### src/rtl/multicycle_control.sv
// Multi-cycle instruction sequencer: FETCH/DECODE/EXEC/MEM/WB over one shared memory port,
// with a retired-instruction counter and halt on illegal opcode or memory timeout.
module multicycle_control #(
   parameter int unsigned CNT_W       = 32,
   parameter int unsigned MEM_TIMEOUT = 15
) (
   input  logic             clk,
   input  logic             arst_n,
   input  logic             enable,
   input  logic [6:0]       opcode,
   input  logic             zero,
   input  logic             mem_ready,
   output logic             mem_read,
   output logic             mem_write,
   output logic             i_or_d,
   output logic             ir_write,
   output logic             pc_write,
   output logic [1:0]       alu_op,
   output logic             alu_src,
   output logic             branch,
   output logic             jump,
   output logic             mem_2_reg,
   output logic             reg_write,
   output logic             instr_retired,
   output logic [CNT_W-1:0] instret,
   output logic             halted,
   output logic [1:0]       err_code
);

   localparam int unsigned WAIT_W = $clog2(MEM_TIMEOUT + 1);

   localparam logic [6:0] OP_R     = 7'b0110011;
   localparam logic [6:0] OP_I     = 7'b0010011;
   localparam logic [6:0] OP_BEQ   = 7'b1100011;
   localparam logic [6:0] OP_JAL   = 7'b1101111;
   localparam logic [6:0] OP_LOAD  = 7'b0000011;
   localparam logic [6:0] OP_STORE = 7'b0100011;

   typedef enum logic [2:0] {
      StIdle   = 3'd0,
      StFetch  = 3'd1,
      StDecode = 3'd2,
      StExec   = 3'd3,
      StMem    = 3'd4,
      StWb     = 3'd5,
      StHalt   = 3'd6
   } state_e;

   state_e            state_q, state_d;
   logic [6:0]        opcode_q, opcode_d;
   logic [WAIT_W-1:0] wait_cnt_q, wait_cnt_d;
   logic [CNT_W-1:0]  instret_q, instret_d;
   logic [1:0]        err_code_q, err_code_d;
   logic              retire;
   logic              mem_timeout;

   always_ff @(posedge clk or negedge arst_n) begin
      if (!arst_n) begin
         state_q    <= StIdle;
         opcode_q   <= '0;
         wait_cnt_q <= '0;
         instret_q  <= '0;
         err_code_q <= '0;
      end else begin
         state_q    <= state_d;
         opcode_q   <= opcode_d;
         wait_cnt_q <= wait_cnt_d;
         instret_q  <= instret_d;
         err_code_q <= err_code_d;
      end
   end

   // A ready on the limit cycle still completes the access.
   assign mem_timeout = (wait_cnt_q == WAIT_W'(MEM_TIMEOUT)) && !mem_ready;

   always_comb begin
      state_d       = state_q;
      opcode_d      = opcode_q;
      wait_cnt_d    = '0;
      instret_d     = instret_q;
      err_code_d    = err_code_q;
      retire        = 1'b0;
      mem_read      = 1'b0;
      mem_write     = 1'b0;
      i_or_d        = 1'b0;
      ir_write      = 1'b0;
      pc_write      = 1'b0;
      alu_op        = 2'b00;
      alu_src       = 1'b0;
      branch        = 1'b0;
      jump          = 1'b0;
      mem_2_reg     = 1'b0;
      reg_write     = 1'b0;
      instr_retired = 1'b0;
      halted        = 1'b0;

      unique case (state_q)
         StIdle: begin
            if (enable) state_d = StFetch;
         end
         StFetch: begin
            mem_read = 1'b1;
            if (mem_ready) begin
               ir_write = 1'b1;
               pc_write = 1'b1;
               state_d  = StDecode;
            end else if (mem_timeout) begin
               state_d    = StHalt;
               err_code_d = 2'b10;
            end else begin
               wait_cnt_d = wait_cnt_q + WAIT_W'(1);
            end
         end
         StDecode: begin
            opcode_d = opcode;
            case (opcode)
               OP_R, OP_I, OP_BEQ, OP_JAL, OP_LOAD, OP_STORE: state_d = StExec;
               default: begin
                  state_d    = StHalt;
                  err_code_d = 2'b01;
               end
            endcase
         end
         StExec: begin
            case (opcode_q)
               OP_R: begin
                  alu_op  = 2'b10;
                  state_d = StWb;
               end
               OP_I: begin
                  alu_op  = 2'b10;
                  alu_src = 1'b1;
                  state_d = StWb;
               end
               OP_LOAD, OP_STORE: begin
                  alu_src = 1'b1;
                  state_d = StMem;
               end
               OP_BEQ: begin
                  alu_op   = 2'b01;
                  branch   = 1'b1;
                  pc_write = zero;
                  retire   = 1'b1;
               end
               OP_JAL: begin
                  jump     = 1'b1;
                  pc_write = 1'b1;
                  retire   = 1'b1;
               end
               default: begin
                  state_d    = StHalt;
                  err_code_d = 2'b01;
               end
            endcase
         end
         StMem: begin
            i_or_d = 1'b1;
            if (opcode_q == OP_STORE) mem_write = 1'b1;
            else                      mem_read  = 1'b1;
            if (mem_ready) begin
               if (opcode_q == OP_STORE) retire  = 1'b1;
               else                      state_d = StWb;
            end else if (mem_timeout) begin
               state_d    = StHalt;
               err_code_d = 2'b10;
            end else begin
               wait_cnt_d = wait_cnt_q + WAIT_W'(1);
            end
         end
         StWb: begin
            reg_write = 1'b1;
            mem_2_reg = (opcode_q == OP_LOAD);
            retire    = 1'b1;
         end
         StHalt: begin
            halted = 1'b1;
         end
         default: state_d = StIdle;
      endcase

      if (retire) begin
         instr_retired = 1'b1;
         instret_d     = instret_q + CNT_W'(1);
         state_d       = enable ? StFetch : StIdle;
      end
   end

   assign instret  = instret_q;
   assign err_code = err_code_q;

endmodule

### config.mk
export PLATFORM = sky130hd
export DESIGN_NAME = multicycle_control
export DESIGN_NICKNAME = d
export VERILOG_FILES = /design/src/rtl/multicycle_control.sv
export SDC_FILE = /design/constraint.sdc
export NUM_CORES = 1
export LEC_CHECK = 0
export CELL_PAD_IN_SITES_DETAIL_PLACEMENT = 2
export CELL_PAD_IN_SITES_GLOBAL_PLACEMENT = 2
export CORE_MARGIN = 2
export CORE_UTILIZATION = 30
export CTS_CLUSTER_SIZE = 20
export DETAILED_ROUTE_END_ITERATION = 6
export PLACE_DENSITY = 0.75
export SYNTH_ARGS = -nofsm -noshare
export SYNTH_HDL_FRONTEND = slang
export SYNTH_SLANG_ARGS = --single-unit
### constraint.sdc
create_clock -name clk -period 2.45 [get_ports clk]
set_clock_uncertainty 0.2 [all_clocks]
set_input_delay 0.49 -clock clk [delete_from_list [all_inputs] [get_ports clk]]
set_output_delay 0.49 -clock clk [all_outputs]
set_load 0.02 [all_outputs]
==> impl_results.rst <==
.. list-table::
   :header-rows: 1

   * - Metric
     - Value
   * - Outcome
     - finished, final reports clean
   * - Crit path time final
     - 2.40 ns
   * - Sequential fraction of the synthesis area
     - 47.5%
   * - Synthesis warning total
     - 0
   * - Layout cells sized above 1
     - 23.4%
   * - Syn-to-layout area delta
     - 40.3%
   * - Seq. cell area
     - 1200 um2
   * - Hold Crit Class
     - input pin to asynchronous set/reset pin
   * - Diodes inserted
     - 0
   * - Final slew viol count
     - 0
   * - Power density over the cells
     - 750 nW/um2
   * - Detailed-route wire length
     - 7.35 mm
   * - Placed wire-length estimate
     - 5.45 mm
   * - Synth Net Count
     - 256
   * - CP Class
     - flip-flop to output port
   * - Fin nets
     - 343
   * - Max-slew headroom at the worst pin
     - 58.4%
   * - Count of flip-flops with a built-in enable after synthesis
     - 0
   * - Total via count in the routed design
     - 2176
   * - Gate count after technology mapping
     - 242
   * - Area of combinational cells with multiple inputs
     - 1290 um2
   * - Number of global-route vias before repair
     - 2353
   * - Worst Setup End Kind
     - output port
   * - Most common cell after layout, fill and taps aside
     - dfrtp_1
   * - Synth cell types
     - 53
   * - Maximum clock frequency
     - 416 MHz
   * - Required time of the critical path
     - 1.76 ns
   * - Residual DRC
     - 0
   * - Worst hold slack across all endpoints
     - 0.0858 ns
   * - Core area
     - 8180 um2
   * - Filler cells
     - 893
   * - Cell area after synthesis
     - 2530 um2
   * - Setup WS post-layout
     - 0.0460 ns
   * - Maximum Capacitance Violations
     - 0
   * - Latest clock arrival within the worst-skew pair
     - 0.30 ns
   * - Root Buffer Master
     - clkbuf_8
   * - Pin slew with the least headroom to its limit
     - 0.623 ns
   * - Maximum single-stage delay on the critical path
     - 0.43 ns
   * - Critical Path Fanout Max
     - 4
   * - Detailed-router iteration count before antenna repair
     - 4
   * - Top library cells by usage in the layout, fill and taps aside
     - dfrtp_1 (48), clkdlybuf4s50_1 (44), buf_4 (28)
   * - Flip-flop cell with the highest count after synthesis
     - dfrtp_1
   * - Worst slack after detailed placement
     - -0.323 ns
   * - Floorplan die width
     - 95.8 um
   * - Cell chain of the critical path
     - and4b_2, a31oi_1, o21ai_2, clkdlybuf4s15_2
   * - Number of DRC markers after the initial detailed-route iteration
     - 48
   * - Final setup violation count
     - 0
   * - Top area cells in the synthesized netlist
     - dfrtp_1 (47%), xor2_1 (6.9%), xnor2_1 (4.5%)
   * - IR Drop Worst-Case VDD
     - 0.000358 V
   * - Via count normalized by instance count
     - 5.01
   * - Buffers from clock root to sink, at most
     - 2
   * - Total die area
     - 9180 um2
   * - Input/output buffers
     - 59
   * - Number of register bits inferred by synthesis
     - 48
   * - Gr usage total
     - 16.6%
   * - Crit path arrival time
     - 1.71 ns
   * - Cell family contributing the most delay on the critical path
     - compound AO/OA/AOI/OAI gates
   * - Average instance area after synthesis
     - 10.5 um2
   * - Final weighted congestion in routability-driven placement
     - 0.772
   * - Clock tree from TritonCTS
     - done
   * - Routed Antenna Nets
     - 0
   * - Clock-pin transition on the worst setup and hold timing paths
     - 0.09 ns
   * - Library cell occupying the most area in the post-synthesis netlist
     - dfrtp_1
   * - Final hold violation count
     - 0
   * - Number of I/O pins
     - 60
   * - Global route total overflow
     - 0
   * - Fraction of post-synthesis cell area in the top cell type by area
     - 47.5%
   * - H-tree depth reported by CTS
     - 2
   * - Average routed wire per standard cell
     - 16.9 um
   * - Buffers & Inverters on Critical Path
     - 1
   * - Die Y
     - 95.8 um
   * - Row count
     - 33
   * - Largest net degree at the start of global routing
     - 49
   * - Critical path launch point type
     - flip-flop
   * - Clock net sink count
     - 48
   * - Total leakage power
     - 1.42 nW
   * - Post-route fraction of the period consumed by the critical path
     - 98.1%
   * - CTS buffer count
     - 5
   * - Number of antenna violations at the first check in global routing
     - 0
   * - CP max stage cell
     - dfrtp_1
   * - Global-route wire length before repair
     - 11.8 mm
   * - Async set or reset register ratio after synthesis
     - 100%
   * - Count of hold buffers inserted by post-cts repair
     - 0
   * - Effective utilization at floorplan
     - 30.9%
-- final cells by class --
class,instances,share of cell area (%)
Tap cell,105,3.70
Clock buffer,7,2.71
Timing Repair Buffer,88,22.2
Multi-Input combinational cell,175,36.3
Inverter,11,1.16
Sequential cell,48,33.8
-- metal layers --
metal  track usage, %  wire length [um]  up-vias
met4             4.29                76        0
met2             29.8              3850       30
met3             2.43               162        5
met1             20.8              3250     1113
li1                 -                 -     1028
met5                0                 0        -
-- cells by family after synthesis --
logic type,synth area share (%)
and+or+nand+nor,24.8
DFF,47.5
xor gates and xnor gates,11.4
AOI/OAI and AO/OA,8.36
buffers and inverters,3.41
muxes,3.56
adders and majority gates,0.989
-- where the power goes --
| group | total [mW] | switching (mW) | internal, mW |
|---|---|---|---|
| registers | 1.06 | 0.146 | 0.910 |
| logic | 1.09 | 0.574 | 0.519 |
| clock network | 0.513 | 0.262 | 0.252 |
-- stage by stage --
step                cells  util, %  area (um2)  TNS (ns)  total power [mW]
floorplan             242        -        2540         0              1.61
global placement      425     41.9        3420    -0.373              2.10
detailed placement    425     41.9        3420    -0.951              2.14
CTS                   432     43.2        3530   -0.0274              2.67
global route          434     43.4        3550   -0.0222              2.83
finish                434     43.4        3550         0              2.66
-- synth_stat cells, drive strengths merged, types with 4 or more instances --
| cell | number |
|---|---|
| a21oi | 7 |
| and3 | 4 |
| buf | 7 |
| dfrtp | 48 |
| inv | 11 |
| mux2 | 8 |
| nand2 | 9 |
| nand2b | 8 |
| nand3 | 11 |
| nand4 | 13 |
| nor2 | 24 |
| nor3 | 8 |
| nor3b | 6 |
| xnor2 | 13 |
| xor2 | 20 |
-- worst paths after layout --
| path | start | depth (start not counted) | endpoint | slack [ns] |
|---|---|---|---|---|
| max in group asynchronous | arst_n | 2 | opcode_q[1]$_DFFE_PN0P_ | 1.55 |
| hold / removal | arst_n | 2 | instret[14]$_DFFE_PN0P_ | 0.09 |
| min in group clk | instret[31]$_DFFE_PN0P_ | 1 | instret[31]$_DFFE_PN0P_ | 0.28 |
| hold reg to reg | instret[31]$_DFFE_PN0P_ | 1 | instret[31]$_DFFE_PN0P_ | 0.28 |
| setup / recovery | opcode_q[1]$_DFFE_PN0P_ | 4 | instr_retired | 0.05 |
| setup reg to reg | opcode_q[6]$_DFFE_PN0P_ | 8 | instret[14]$_DFFE_PN0P_ | 0.17 |
-- repair_timing --
action                                 CTS  global route
setup buffers                            0             2
setup endpoints to repair               14             8
pin swaps                                1             4
gates resized for setup                 43            10
endpoints found under the hold margin    0             0
-- sequential cells by signal, indices dropped and copies added, names as in the netlist --
signal / cells
wait_cnt_q: 4
instret: 32
state_q: 3
err_code: 2
opcode_q: 7
Power figures use the tool's default switching activity.
